**src/rtl/pipe_control.sv**
```systemverilog
// pipe_control: ID-stage decode with a load-use stall, jump flush and ID/EX, EX/MEM, MEM/WB control registers.
module pipe_control #(
  parameter int REG_W     = 5,
  parameter int ALU_SEL_W = 4,
  parameter int CNT_W     = 16,
  parameter int HAZARD_EN = 1
) (
  input  logic                 clk,
  input  logic                 rst,
  input  logic                 id_valid,
  input  logic [5:0]           opcode,
  input  logic [REG_W-1:0]     rs,
  input  logic [REG_W-1:0]     rt,
  input  logic [REG_W-1:0]     rd,
  output logic                 pc_en,
  output logic                 if_id_en,
  output logic                 pc_sel,
  output logic                 if_id_flush,
  output logic                 ex_valid,
  output logic [ALU_SEL_W-1:0] ex_alu_sel,
  output logic [1:0]           ex_srcb,
  output logic                 mem_valid,
  output logic                 mem_rd,
  output logic                 mem_wr,
  output logic                 wb_valid,
  output logic                 wb_we,
  output logic                 wb_from_mem,
  output logic [REG_W-1:0]     wb_dst,
  output logic                 illegal_op,
  output logic [CNT_W-1:0]     stall_cnt
);
  typedef struct packed {
    logic                 v;
    logic [ALU_SEL_W-1:0] alu;
    logic [1:0]           sb;
    logic                 mr;
    logic                 mw;
    logic                 we;
    logic                 fm;
    logic [REG_W-1:0]     dst;
  } ex_t;
  typedef struct packed {
    logic             v;
    logic             mr;
    logic             mw;
    logic             we;
    logic             fm;
    logic [REG_W-1:0] dst;
  } mem_t;
  typedef struct packed {
    logic             v;
    logic             we;
    logic             fm;
    logic [REG_W-1:0] dst;
  } wb_t;
  localparam ex_t EX_BUBBLE = '{v: 1'b0, alu: ALU_SEL_W'(5), sb: 2'd0, mr: 1'b0, mw: 1'b0,
                                we: 1'b0, fm: 1'b0, dst: '0};
  logic       ok, mr, mw, we, fm, drt, jmp, hazard, issue, illegal_op_d, illegal_op_q;
  logic [3:0] alu;
  logic [1:0] sb;
  logic [CNT_W-1:0] stall_cnt_d, stall_cnt_q;
  ex_t  ex_d, ex_q;
  mem_t mem_d, mem_q;
  wb_t  wb_d, wb_q;
  always_comb begin
    ok  = 1'b1;
    alu = 4'h5;
    sb  = 2'd0;
    mr  = 1'b0;
    mw  = 1'b0;
    we  = 1'b0;
    fm  = 1'b0;
    drt = 1'b0;
    jmp = 1'b0;
    case (opcode)
      6'h20, 6'h21: begin alu = 4'h0; we = 1'b1; end
      6'h22, 6'h29: begin alu = 4'h1; we = 1'b1; end
      6'h24:        begin alu = 4'h8; we = 1'b1; end
      6'h25:        begin alu = 4'h9; we = 1'b1; end
      6'h27:        begin alu = 4'hD; we = 1'b1; end
      6'h08:        begin alu = 4'h0; sb = 2'd1; we = 1'b1; drt = 1'b1; end
      6'h0C:        begin alu = 4'h8; sb = 2'd1; we = 1'b1; drt = 1'b1; end
      6'h0D:        begin alu = 4'h9; sb = 2'd1; we = 1'b1; drt = 1'b1; end
      6'h00:        begin alu = 4'h2; sb = 2'd2; we = 1'b1; end
      6'h03:        begin alu = 4'h3; sb = 2'd2; we = 1'b1; end
      6'h23:        begin alu = 4'h0; sb = 2'd1; mr = 1'b1; we = 1'b1; fm = 1'b1; drt = 1'b1; end
      6'h2B:        begin alu = 4'h0; sb = 2'd1; mw = 1'b1; end
      6'h02:        jmp = 1'b1;
      6'h0E:        ;
      default:      ok = 1'b0;
    endcase
  end
  // Only lw sets mem_rd, so ex_q.mr identifies a load sitting in EX; j reads no registers.
  assign hazard = (HAZARD_EN != 0) && ex_q.v && ex_q.mr && (ex_q.dst != '0) &&
                  ((ex_q.dst == rs) || (ex_q.dst == rt)) && id_valid && !jmp;
  assign issue  = id_valid && ok && !jmp && !hazard;
  assign ex_d   = issue ? '{v: 1'b1, alu: ALU_SEL_W'(alu), sb: sb, mr: mr, mw: mw, we: we,
                            fm: fm, dst: drt ? rt : rd} : EX_BUBBLE;
  assign mem_d  = {ex_q.v, ex_q.mr, ex_q.mw, ex_q.we, ex_q.fm, ex_q.dst};
  assign wb_d   = {mem_q.v, mem_q.we, mem_q.fm, mem_q.dst};
  assign stall_cnt_d  = (hazard && !(&stall_cnt_q)) ? stall_cnt_q + CNT_W'(1) : stall_cnt_q;
  assign illegal_op_d = illegal_op_q || (id_valid && !ok);
  always_ff @(posedge clk) begin
    if (rst) begin
      ex_q         <= EX_BUBBLE;
      mem_q        <= '0;
      wb_q         <= '0;
      stall_cnt_q  <= '0;
      illegal_op_q <= 1'b0;
    end else begin
      ex_q         <= ex_d;
      mem_q        <= mem_d;
      wb_q         <= wb_d;
      stall_cnt_q  <= stall_cnt_d;
      illegal_op_q <= illegal_op_d;
    end
  end
  assign pc_en       = !hazard;
  assign if_id_en    = !hazard;
  assign pc_sel      = id_valid && jmp;
  assign if_id_flush = id_valid && jmp;
  assign ex_valid    = ex_q.v;
  assign ex_alu_sel  = ex_q.alu;
  assign ex_srcb     = ex_q.sb;
  assign mem_valid   = mem_q.v;
  assign mem_rd      = mem_q.mr;
  assign mem_wr      = mem_q.mw;
  assign wb_valid    = wb_q.v;
  assign wb_we       = wb_q.we;
  assign wb_from_mem = wb_q.fm;
  assign wb_dst      = wb_q.dst;
  assign illegal_op  = illegal_op_q;
  assign stall_cnt   = stall_cnt_q;
endmodule

```
**config.mk**
```make
export PLATFORM = sky130hd
export DESIGN_NAME = pipe_control
export DESIGN_NICKNAME = d
export VERILOG_FILES = /design/src/rtl/pipe_control.sv
export SDC_FILE = /design/constraint.sdc
export NUM_CORES = 1
export LEC_CHECK = 0
export ABC_AREA = 1
export CORE_UTILIZATION = 43
export DETAILED_ROUTE_END_ITERATION = 6
export MAX_ROUTING_LAYER = met4
export PLACE_DENSITY_LB_ADDON = 0.1
export SYNTH_ARGS = -nofsm -noshare
export SYNTH_HDL_FRONTEND = slang
export SYNTH_SLANG_ARGS = --single-unit
```
**constraint.sdc**
```tcl
create_clock -name clk -period 1.8 [get_ports clk]
set_input_delay 0.54 -clock clk [delete_from_list [all_inputs] [get_ports clk]]
set_output_delay 0.54 -clock clk [all_outputs]
set_load 0.02 [all_outputs]
```
---- After elaboration in Yosys (flattened, before gate mapping) ----
Index checks and enable logic that the tools add are counted.
operators by class
  add/subtract/negate cells ............... 1
  equality and inequality tests ........... 17
  mux-type cells .......................... 10
  bitwise gates (word level) .............. 1
  reduce and logical (&&, ||, !) cells .... 30
operators with widths
  cell                                                                   count
  6-bit equality test, second input constant                             9
  4-bit one-hot mux with 7 select lines                                  1
  6-bit by 4-bit equality test with 1-bit output, second input constant  4
  16-bit by 1-bit adder with 16-bit output, second input constant        1
  16-bit two-way mux                                                     1
  16-bit AND reduction                                                   1
  16-bit OR reduction                                                    1
  13-bit OR reduction                                                    1
  6-bit by 2-bit equality test with 1-bit output, second input constant  2
  1-bit logical AND                                                      11
  5-bit equality test                                                    2
  2-bit OR reduction                                                     5
  5-bit OR reduction                                                     2
  6-bit zero test                                                        1
  1-bit two-way mux                                                      6
  5-bit two-way mux                                                      1
  5-bit nonzero test                                                     1
  1-bit zero test                                                        4
  2-bit one-hot mux with 2 select lines                                  1
  4-bit OR reduction                                                     1
  1-bit logical OR                                                       2
  1-bit NOT                                                              1
storage, ports and cells
  bits in registers ....................... 49
  bits of input ports ..................... 24
  output and inout port bits .............. 39
  logic and storage cells ................. 77

---- Longest topological paths before layout ----
  depth in word-level cells ............... 9
  mapped depth ............................ 12
  depth with buffers taken out ............ 12

---- Least setup slack after synthesis ----
No wires, ideal clock.
  kind .................................... in2out
  from .................................... in opcode[5]
  to ...................................... out pc_sel
  data arrival time ....................... 1.564 ns
  data required time ...................... 1.260 ns
  path slack .............................. -0.304 ns
  cell stages on the path ................. 4
  buffers on the path ..................... 1
  cells stage by stage .................... nor2_2 nand2_1 nor3_1 buf_4
between the ends
  cells in the longest elaborated chain, start to end .. 3
ends and longest elaborated chain
  item                                            RTL line  text
  start: declaration                              11        input logic [5:0] opcode,
  6-bit by 2-bit equality test with 1-bit output  75        case (opcode)
  1-bit two-way mux                               75
  1-bit logical AND                               -
  end: declaration                                17        output logic pc_sel,
Every way passes these cells.

---- Final worst setup path ----
  from .................................... reg ex_q[4] in the netlist's numbering
  to ...................................... out pc_en
between the ends
  cells in the longest elaborated chain, start to end .. 6
  elaborated cells between the ends (all ways) .. 9
  those cells by class .................... eq/ne: 2; reduce/logical: 7
ends and longest elaborated chain
  item                                                              RTL line  text
  start: declaration                                                62        ex_t ex_d, ex_q;
  start signal: assignment                                          105       ex_q <= EX_BUBBLE;
  start signal: assignment                                          111       ex_q <= ex_d;
  5-bit equality test / 5-bit nonzero test (equally long branches)  95, 94
  1-bit logical OR / 1-bit logical AND (equally long branches)      95, 94
  1-bit logical AND *                                               94        assign hazard = (HAZARD_EN != 0) && ex_q.v && ex_q.mr && (ex_q.dst != '0) &&
  1-bit logical AND * (2 in a row)                                  95        ((ex_q.dst == rs) || (ex_q.dst == rt)) && id_valid && !jmp;
  1-bit zero test *                                                 118       assign pc_en = !hazard;
  end: declaration                                                  15        output logic pc_en,
Mark *: on every way between the ends. The rest lies on a longest branch, timed or not.

==> metrics.md <==
| Metric | Value |
|---|---|
| Count of nets left with antenna violations after detail routing | 0 |
| R2R setup slack | 0.12 ns |
| Origin of the critical flop-to-flop path | ex_q[4]$_SDFF_PP0_ |
| Synth Register Bits | 49 |
| Nets in the synthesized netlist | 397 |
| CTS H-tree lvls | 2 |
| Cell taking the most area after synthesis | sky130_fd_sc_hd__dfxtp_1 |
| Slew headroom | 0.726 |
| Standard cell core area | 5610 sq um |
| Hold EP | mem_wr$_SDFF_PP0_ |
| Leak | 0.00195 uW |
| Layout cells sized above 1 | 0.278 |
| Routability cong. | 0.926 |
| Total setup violations reported at the end of the flow | 2 |
| Cell Area, Synth | 2560 sq um |
| End of the worst register-to-register path | stall_cnt[12]$_SDFFE_PP0P_ |
| Required time of the critical path | 1.26 ns |
| Number of inserted diodes | 0 |
| Worst slack after detailed placement | -0.955 ns |
| Cell area power density | 582 nW/um^2 |
| Violated checks | negative setup slack |
| Status | finished with violations |
| Crit path buf inv count | 2 |
| Slew at the pin closest to its max-slew limit | 0.409 ns |
| Maximum buffer depth of the clock tree | 2 |
| Arrival time worst endpoint | 1.36 ns |
| Most area-consuming cells after synthesis | sky130_fd_sc_hd__dfxtp_1, sky130_fd_sc_hd__nand2_1, sky130_fd_sc_hd__inv_1 |
| Number of DRC markers in iteration 0 | 118 |
| Nature of the critical path endpoint | primary output |
| Worst min-delay path category | reg2reg |
| Number of warnings printed during yosys synthesis | 0 |
| Full die area | 6270 sq um |
| Primary flip-flop cell chosen by synthesis mapping | sky130_fd_sc_hd__dfxtp_1 |
| Most numerous cell in the Yosys netlist | sky130_fd_sc_hd__nand2_1 |
| Initial antenna violation count | 0 |
| Post-Synthesis Mean Instance Area | 6.88 sq um |
| Total of buffers placed on input and output ports | 62 |
| Max-Cap Viols | 0 |
| Cell Count Post-Placement | 533 |
| Wire length after detailed routing | 6.25 mm |
| Starting density of the core | 0.456 |
| Final period util | 1.06 |
| Row count | 27 |
| Horizontal die dimension | 79.2 um |
| Logic depth of the worst register-to-register path | 11 |
| Number of enable-type register cells in the synthesized netlist | 0 |
| Fin cells | 550 |
| Vias per std cell | 4.72 |
| Cell with the largest stage delay on the worst path | sky130_fd_sc_hd__dfxtp_2 |
| Number of global-route vias before repair | 2467 |
| Maximum clock rate | 0.526 GHz |
| Quantity of hold-fixing buffers added after cts | 0 |
| RSZ-0062 raised after global routing | true |
| Clock latency reported for the late side of the worst-skew pair | 0.31 ns |
| Via count | 2597 |
| Overall overflow remaining after global route | 0 |
| Post-route DRC violation count | 0 |
| Post-CTS clock slew at the launch and capture registers of the worst setup and hold paths | 0.10 ns |
| Classification of the worst setup path | reg2out |
| Hold Worst Slack | 0.401 ns |
| Peak VDD IR | 0.423 mV |
| Nature of the critical path startpoint | flop |
| Proportion of synthesized flip-flops having asynchronous set or reset | 0 |
| Half-perimeter wire length of the detailed placement result | 4.54 mm |
| Wire length per cell | 11.4 um |
| Max-slew violations | 0 |
| Slowest cell delay on critical path | 0.34 ns |
| Top cells by count, synth | sky130_fd_sc_hd__nand2_1, sky130_fd_sc_hd__inv_1, sky130_fd_sc_hd__nor2_1, sky130_fd_sc_hd__dfxtp_1, sky130_fd_sc_hd__nand3_1 |
| Layout Skew | 0.0155 ns |
| Number of different library cells in the post-synthesis netlist | 27 |
| Wire length of the first global-routing pass | 10.5 mm |
| Fraction of synthesized cell area taken by the top area cell type | 0.383 |
| Accumulated negative setup slack | -0.202 ns |
| Synthesis-to-finish area growth | 46.9% |
| Iteration count of the initial detailed-routing pass | 4 |
| Top fanout value on the critical path | 3 |
| Hold Crit Depth | 2 |
| Count of nets after finishing | 502 |
| Cell family with most CP delay | simple AND/OR/NAND/NOR gates |
| Top-level port count | 63 |
| Clock tree from TritonCTS | built |
| Cell breakdown of the critical path | buf_6 -> nand2_2 -> nand2_1 -> nor2_1 -> nand3_1 -> nand2_2 -> nand2_4 -> buf_6 |
| Worst setup slack after layout | -0.101 ns |
| Hold_sp | ex_q[7]$_SDFF_PP0_ |
| Buffer cell driving the clock tree root | sky130_fd_sc_hd__clkbuf_8 |
| Number of sinks driven by the clock tree | 49 |
| Die Y | 79.2 um |
| Share of synthesized area occupied by flip-flops and latches | 0.383 |
| Number of buffers created by CTS | 5 |
| Time the final worst path needs with I/O delays and setup | 1.90 ns |
| GRT Overall Usage | 0.219 |
| Pin count of the biggest net entering global routing | 23 |
| Count of mapped cells out of synthesis | 372 |
| Layout filler cell count | 494 |
| Total count of hold-check failures in the final report | 0 |
through the flow:
step	utilization	power, uW	instance area (sq um)
3_3_place_gp	0.633	1370	3550
4_1_cts	0.658	2190	3690
6_report	0.670	2190	3760
2_1_floorplan	-	1230	2610
5_1_grt	0.670	2280	3760
3_5_place_dp	0.633	1370	3550
routing by layer:
layer	GRT usage	vias to the layer above	share of wire
met5	-	-	0
met4	0.0800	0	0.020
met3	0.0402	14	0.043
met2	0.407	68	0.52
met1	0.229	1162	0.41
li1	-	1353	-
tightest hold or removal path: cells and delay by family, from the launching register on:
family / cells / cell delay [ns]
buf+inv: 1 / 0.04
simple gates: 1 / 0.03
flops: 1 / 0.31
flip-flops by register name (all words and copies together), names as in the netlist:
name and cells:
wb_dst 5, stall_cnt 16, ex_valid 1, wb_valid 1, ex_alu_sel 4, mem_valid 1
mem_wr 1, wb_from_mem 1, mem_q 7, ex_q 8, ex_srcb 2, wb_we 1
illegal_op 1
repair_timing:
action	in CTS	in global routing
setup buffers	6	2
pin swaps	24	10
cloned	0	1
setup endpoints to repair	56	37
resized for setup	129	15
power breakdown:
group | total (uW) | switching, uW | internal, uW
Sequential | 1100 | 5.33 | 1090
Clock | 833 | 380 | 454
Combinational | 256 | 133 | 122
worst max path at each step:
stage / slack (ns) / start / end / depth (start not counted)
2_1_floorplan: -0.04 / id_valid / pc_en / 6
3_3_place_gp: -0.93 / id_valid / if_id_en / 8
3_5_place_dp: -0.95 / id_valid / pc_en / 8
4_1_cts: -0.07 / ex_q[4]$_SDFF_PP0_ / pc_en / 8
5_1_grt: -0.19 / ex_q[0]$_SDFF_PP0_ / pc_en / 8
6_report: -0.10 / ex_q[4]$_SDFF_PP0_ / pc_en / 8
layout make-up:
type / instances / area (sq um) / area share
Multi-Input combinational cell: 243 / 1320 / 0.352
Timing Repair Buffer: 115 / 995 / 0.265
Sequential cell: 49 / 987 / 0.263
Inverter: 63 / 249 / 0.0662
Tap cell: 72 / 90.1 / 0.0240
Clock buffer: 7 / 86.3 / 0.0230
Clock inverter: 1 / 30.0 / 0.00799
cell usage in the layout, fill, tap and decap left out, types with 9 or more instances in the layout:
master                            count
sky130_fd_sc_hd__nand2_1             82
sky130_fd_sc_hd__inv_1               56
sky130_fd_sc_hd__nor2_1              53
sky130_fd_sc_hd__buf_4               46
sky130_fd_sc_hd__dfxtp_1             44
sky130_fd_sc_hd__dlygate4sd2_1       20
sky130_fd_sc_hd__nand3_1             19
sky130_fd_sc_hd__nand4_1             19
sky130_fd_sc_hd__clkdlybuf4s50_1     15
sky130_fd_sc_hd__buf_2               13
sky130_fd_sc_hd__buf_6               10
sky130_fd_sc_hd__nand2_2              9
sky130_fd_sc_hd__a21oi_2              9
cell families after synthesis:
logic type	share of synthesized area
compound gates	0.0621
simple gates	0.377
buf+inv	0.142
fa+ha+maj	0.00489
flops	0.383
xor+xnor	0.0308
Power figures use the tool's default switching activity.
